<file path="src/rtl/clk_tick_scheduler.sv">
`default_nettype none
// ============================================================================
// Module     : clk_tick_scheduler
// Description: One shared prescaler drives NUM_CH programmable 1-cycle
//              clock-enable channels, with shadowed runtime divisor loads.
//              Optional CLKDIV_SCHED_TOGGLE_EN adds 50% duty clk_out toggles.
// Revision   : 1.0 - initial release
// ============================================================================
module clk_tick_scheduler #(
  parameter int PRESCALE = 50000,
  parameter int NUM_CH   = 4,
  parameter int DIV_W    = 16,
  parameter int CH_W     = 2
) (
  input  logic              clk,
  input  logic              rst,
  input  logic              run,
  input  logic              cfg_we,
  input  logic [CH_W-1:0]   cfg_ch,
  input  logic [DIV_W-1:0]  cfg_div,
  output logic              base_tick,
  output logic [NUM_CH-1:0] tick,
  output logic [NUM_CH-1:0] cfg_pend,
  output logic [NUM_CH-1:0] clk_out
);

  localparam int            PW   = (PRESCALE > 2) ? $clog2(PRESCALE) : 1;
  localparam logic [PW-1:0] PMAX = PW'(PRESCALE - 1);

  logic [PW-1:0] pcnt;

  always_ff @(posedge clk) begin
    if (rst) begin
      pcnt <= '0;
    end else if (run) begin
      pcnt <= (pcnt == PMAX) ? '0 : pcnt + PW'(1);
    end
  end

  assign base_tick = run & (pcnt == PMAX);

  for (genvar i = 0; i < NUM_CH; i++) begin : g_ch
    logic [DIV_W-1:0] act_div;
    logic [DIV_W-1:0] shadow;
    logic [DIV_W-1:0] ccnt;
    logic             pend;
    logic             tick_r;
    logic             sel;
    logic             enabled;
    logic             at_end;
    logic             wrap;

    assign sel     = cfg_we & (cfg_ch == CH_W'(i));
    assign enabled = (act_div != '0);
    assign at_end  = (ccnt == act_div - DIV_W'(1));
    assign wrap    = base_tick & enabled & at_end;

    // A same-cycle write is ordered last so it keeps pend set over the apply.
    always_ff @(posedge clk) begin
      if (rst) begin
        act_div <= '0;
        shadow  <= '0;
        ccnt    <= '0;
        pend    <= 1'b0;
        tick_r  <= 1'b0;
      end else begin
        tick_r <= wrap;
        if (!enabled) begin
          ccnt <= '0;
          if (pend) begin
            act_div <= shadow;
            pend    <= 1'b0;
          end
        end else if (base_tick) begin
          if (at_end) begin
            ccnt <= '0;
            if (pend) begin
              act_div <= shadow;
              pend    <= 1'b0;
            end
          end else begin
            ccnt <= ccnt + DIV_W'(1);
          end
        end
        if (sel) begin
          shadow <= cfg_div;
          pend   <= 1'b1;
        end
      end
    end

    assign tick[i]     = tick_r;
    assign cfg_pend[i] = pend;

`ifdef CLKDIV_SCHED_TOGGLE_EN
    logic tog;

    // Toggle on the same edge that registers the tick; a zero divisor forces low.
    always_ff @(posedge clk) begin
      if (rst) begin
        tog <= 1'b0;
      end else if (!enabled || (wrap && pend && (shadow == '0))) begin
        tog <= 1'b0;
      end else if (wrap) begin
        tog <= ~tog;
      end
    end

    assign clk_out[i] = tog;
`else
    assign clk_out[i] = 1'b0;
`endif
  end : g_ch

endmodule
`default_nettype wire

</file>
<file path="config.mk">
export PLATFORM = sky130hd
export DESIGN_NAME = clk_tick_scheduler
export DESIGN_NICKNAME = d
export VERILOG_FILES = /design/src/rtl/clk_tick_scheduler.sv
export SDC_FILE = /design/constraint.sdc
export NUM_CORES = 1
export LEC_CHECK = 0
export BUFFER_PORTS_ARGS = -buffer_cell sky130_fd_sc_hd__buf_2
export CORE_MARGIN = 5
export CORE_UTILIZATION = 60
export DETAILED_ROUTE_END_ITERATION = 10
export PLACE_DENSITY = 0.88
export SETUP_SLACK_MARGIN = 0.15
export SYNTH_ARGS = -nofsm -noshare
export SYNTH_HDL_FRONTEND = slang
export SYNTH_SLANG_ARGS = --single-unit
</file>
<file path="constraint.sdc">
create_clock -name clk -period 7.2 [get_ports clk]
set_input_delay 2.16 -clock clk [delete_from_list [all_inputs] [get_ports clk]]
set_output_delay 2.16 -clock clk [all_outputs]
set_load 0.02 [all_outputs]
</file>
==> Word-level counts from Yosys, hierarchy flattened <==
Cells that the tools add are included.
{ "op_classes": {"reduce_logical": 17, "add_sub_neg": 9, "bitwise": 17, "n_mux": 37, "n_eq_ne": 24} }
{ "ops": {"columns": ["operator", "count"], "rows": [
  ["16-bit 2-to-1 mux", 21],
  ["16-bit by 1-bit adder with 16-bit output, second input constant", 5],
  ["16-bit equality test", 4],
  ["16-bit nonzero test", 4],
  ["16-bit by 1-bit subtractor with 16-bit output, second input constant", 4],
  ["16-bit equality test, second input constant", 1],
  ["1-bit 2-to-1 mux", 16],
  ["2-bit AND reduction", 8],
  ["1-bit bitwise AND", 13],
  ["3-bit by 2-bit != test with 1-bit output, second input constant", 4],
  ["3-bit != test, second input constant", 4],
  ["2-bit by 1-bit != test with 1-bit output, second input constant", 4],
  ["2-bit != test, second input constant", 4],
  ["2-bit OR reduction", 4],
  ["2-bit equality test, second input constant", 2],
  ["1-bit inverter", 4],
  ["2-bit by 1-bit equality test with 1-bit output, second input constant", 1],
  ["2-bit zero test", 1]
]} }
{ "totals": {"inputBits": 22, "wordCells": 125, "register_bits": 216, "out_inout_bits": 13} }

==> Logic depth before layout (Yosys ltp) <==
{ "depth": {"depth_word": 6, "mapped_depth": 13, "mapped_depth_nobuf": 10} }

==> Least setup slack after synthesis <==
OpenSTA, ideal clock, no wires.
{ "synth_timing": {"path_kind": "input -> output", "start": "input port run", "end": "output port base_tick", "stages": 3, "arrival_time_ps": 3544, "t_required_ps": 5040, "slack_ps": 1496, "cell_sequence": "clkbuf_1 > nand4_1 > nor4_1"} }
{ "synth_via": {"elab_chain_cells": 1} }
{ "synth_rtl": {"columns": ["element", "line_no", "source"], "rows": [
  ["from (decl)", "17", "input logic run,"],
  ["1-bit bitwise AND", "40", "assign base_tick = run & (pcnt == PMAX);"],
  ["to (decl)", "21", "output logic base_tick,"]
]} }
No other way between the ends.

==> Worst setup path in the final report <==
Ends and elaborated chain as after synthesis.

==> results by group <==
Outcome
  – Outcome: completed

Global routing
  – Met1 Use GR: between 30% and 40%
  – Total track usage: about a quarter
  – Initial antenna violation count: 2
  – Largest net degree at the start of global routing: between 80 and 90
  – Gr ovfl total: 0
  – First-pass GRT wire length: 44,040 µm
  – Most used routing layer: met2
  – Met2 global-route usage: between 30% and 40%
  – Vias in the first global route: roughly 9,300
  – Met3 Usage GRT: 3.856%

Power and ir drop
  – Power per cell area: 242.3 mW/mm²
  – Total power: around 3 mW
  – P_leak: 4.346 nW
  – Worst IR Drop VDD: about 0.00021 V

STA
  – Final Cycle Share: about three quarters
  – Final setup viols: 0
  – Slew headroom: between 20 and 25%
  – Hold WS: roughly 0.45 ns
  – Clk_skew: 0.008530 ns
  – Fmax: roughly 0.19 GHz
  – TNS Setup: 0 ns
  – Worst Tran Pin Value: ~1.2 ns
  – Minimum clock period: roughly 5.3 ns
  – Hold Vio Cnt, Final: 0
  – RSZ-0062 raised after global routing: false
  – Final Max Slew Viols: 0

Setup path
  – Crit path required time: 5.04 ns
  – WP buf/inv: 2
  – Crit path largest cell delay: between 0.3 and 0.4 ns
  – Crit path capture type: primary output
  – CP arrival: ~3.2 ns
  – Worst-path fanout max: 6
  – CP startpoint kind: input port
  – Worst R2R Path Depth: 10
  – Crit path max-delay family: simple AND/OR/NAND/NOR gates
  – Reg-to-reg slack, setup: between 3 and 4 ns
  – Worst R2R End: g_ch[1].pend$_SDFFE_PP0P_
  – Slowest CP cell: nor4_2
  – Reg-to-reg critical path startpoint: g_ch[1].act_div[0]$_SDFFE_PP0P_
  – Crit Path Class: in2out
  – Cell mode on critical path: buf_2
  – Crit-path cells: buf_2 > nand4_1 > nor4_2 > buf_2

Drt
  – Routed Antenna Nets: 0
  – Average wire per standard cell: between 15 and 20 µm
  – 1st-iter DRT viols: between 700 and 800
  – Total wire length: between 20,000 and 30,000 µm
  – TritonRoute pass-1 iters: 7
  – DRC viols: 0
  – Via Count: 9,729
  – Via-to-Cell Ratio: ~6

Synthesis
  – EDFF count, synth: 0
  – Ys async rst share: 0%
  – Library cells used by synthesis: 80
  – Mean area per synthesized cell: slightly above 8 µm²
  – Synth Flop Type: dfxtp_1
  – Sequential area share after synthesis: 38.46%
  – Synth warnings: 0
  – Largest family of logic cells by synthesized area: simple AND/OR/NAND/NOR gates
  – Synth Area in XOR/XNOR: 11.69%
  – Synth Area in Compound Gates: about 14%
  – Mux cell area share after synthesis: 2.560%
  – #FFs+latches synth: 216
  – Simple-gate portion of the synthesized area: roughly 27%
  – Post-Syn Instances: ~1,400
  – Post-Syn Area: between 0.01 and 0.015 mm²
  – Post-Synth Adder-Cell Area: 1.002%

Final layout
  – Multi-input logic area: approximately 0.0064 mm²
  – Final #Nets: 1,391
  – Post-route insts no fill: ~1,600
  – Post-route core utilization: 65.20%
  – Area Overhead vs Synth: 7.757%
  – Register cell area after layout: ~0.0043 mm²
  – Share of cells above drive strength 1: under 10%
  – Fillers: ~1,500

CTS
  – Root Buffer: clkbuf_16
  – Hold_buf cts: 0
  – Max clock buf depth: 3
  – Post-cts gate resize count: 0
  – # clock sinks: roughly 220
  – CTS tree: yes
  – TritonCTS buffer count: 23
  – H-tree levels: 1
  – Clk slew on worst S/H paths: 0.06 ns
  – Post-CTS setup buffer count: 0
  – Clock Latency Late Sink: 0.51 ns

Job
  – Max-cap violation count: 0

Die
  – DIE WIDTH: about 150 µm
  – Io pins: 35
  – Core area: 0.01858 mm²
  – Initial core utilization: about three fifths
  – Die area: about 0.022 mm²
  – Rows: 50
  – Die H: between 100 and 150 µm

Place
  – Placed cell count: between 1,500 and 2,000
  – I/O Buffers: 30
  – GP Congestion: 0.9253
  – DP Wirelength: 17,640 µm

Hold path
  – Hold path depth: 2
  – Worst hold endpoint: g_ch[3].shadow[0]$_SDFFE_PP0P_
  – Hold crit path type: reg2reg
  – Critical hold path startpoint: g_ch[3].shadow[0]$_SDFFE_PP0P_
-- worst reg2reg max path: cells and delay by family (launching register included) --
kind / cells / cell delay (ns)
AOI/OAI and AO/OA: 2 / 0.27
xor gates and xnor gates: 1 / 0.19
and+or+nand+nor: 5 / 2.56
buffers and inverters: 1 / 0.09
DFF: 1 / 0.34
adders and majority gates: 1 / 0.20
-- per-layer routing --
| metal | up-vias | wire (µm) |
|---|---|---|
| met5 | - | 21 |
| met4 | 4 | 524 |
| met3 | 48 | 1690 |
| met2 | 270 | 12330 |
| met1 | 4643 | 11450 |
| li1 | 4764 | - |
-- synthesized netlist by cell type (all sizes together), types with 6 or more instances --
master / instances / area share [%]
dfxtp: 216 / 38
nand4: 26 / 1.5
nand2b: 6 / 0.33
nand2: 249 / 8.3
xor2: 71 / 5.5
mux2i: 25 / 2.2
a32oi: 24 / 1.9
and4: 12 / 0.93
and3: 43 / 2.4
nor3: 42 / 2.2
a22o: 6 / 0.47
or4: 9 / 0.63
or2: 7 / 0.39
nor4: 17 / 1.0
or3: 10 / 0.60
nor2b: 7 / 0.39
ha: 9 / 1.0
o211ai: 12 / 0.80
o31ai: 6 / 0.40
nor2: 124 / 4.8
clkbuf: 67 / 2.2
xnor2: 79 / 6.2
nand3: 44 / 2.0
buf: 27 / 1.6
inv: 39 / 1.3
a21oi: 85 / 3.8
o311ai: 18 / 1.4
o21ai: 31 / 1.4
-- worst max-delay path by stage --
| stage | endpoint | depth (start not counted) | start | slack [ns] |
|---|---|---|---|---|
| 3_5_place_dp | base_tick | 4 | run | 1.83 |
| 5_1_grt | base_tick | 4 | run | 1.76 |
| 4_1_cts | base_tick | 4 | run | 1.81 |
| 2_1_floorplan | base_tick | 3 | run | 1.50 |
| 3_3_place_gp | base_tick | 4 | run | 1.86 |
| 6_report | base_tick | 4 | run | 1.88 |
-- cell type report --
class,instances,area share [%]
diodes,2,0.04131
clock buffers,29,5.268
well taps,234,2.417
flip-flops and latches,216,35.70
inverters,39,1.208
clock inverters,12,0.9709
repair buffers,39,1.818
multi-input cells,1041,52.58
-- power breakdown --
part | internal (mW) | switching [mW] | total (mW) | leakage, nW
clock network | 0.699 | 0.489 | 1.19 | 0.371
registers | 1.23 | 0.0462 | 1.27 | 1.75
logic | 0.170 | 0.304 | 0.473 | 2.23
total | 2.10 | 0.839 | 2.94 | 4.35
-- cell families after synthesis --
logic type	after synthesis
XOR/XNOR	150
AO/OA/AOI/OAI	227
flip-flops	216
AND/OR/NAND/NOR	623
buffers and inverters	133
multiplexers	28
adder cells (fa/ha/maj)	9
other	1
-- metrics by stage --
step           area [µm²]  worst slack, ns
5_1_grt             12110            1.761
4_1_cts             12110            1.812
3_5_place_dp        11350            1.835
3_3_place_gp        11350            1.855
6_report            12110            1.879
2_1_floorplan       11250            1.496
-- placed cells by master (no fill, tap or decap), drive strengths merged, types with 5 or more instances in the layout --
master,instances
a21oi,85
a22o,6
a32oi,24
and2,5
and3,43
and4,12
buf,39
clkbuf,29
clkinv,7
dfxtp,216
ha,9
inv,39
mux2i,25
nand2,249
nand2b,6
nand3,44
nand3b,5
nand4,26
nor2,124
nor2b,7
nor3,42
nor4,17
o2111ai,5
o211ai,12
o21ai,31
o22ai,5
o311ai,18
o31ai,6
or2,7
or3,10
or4,9
xnor2,79
xor2,71
-- registers in the layout, indices dropped and copies added (netlist names) --
register	flops
g_ch.act_div	64
g_ch.tick_r	4
pcnt	16
g_ch.pend	4
g_ch.ccnt	64
g_ch.shadow	64
(Power assumes the default switching activity.)
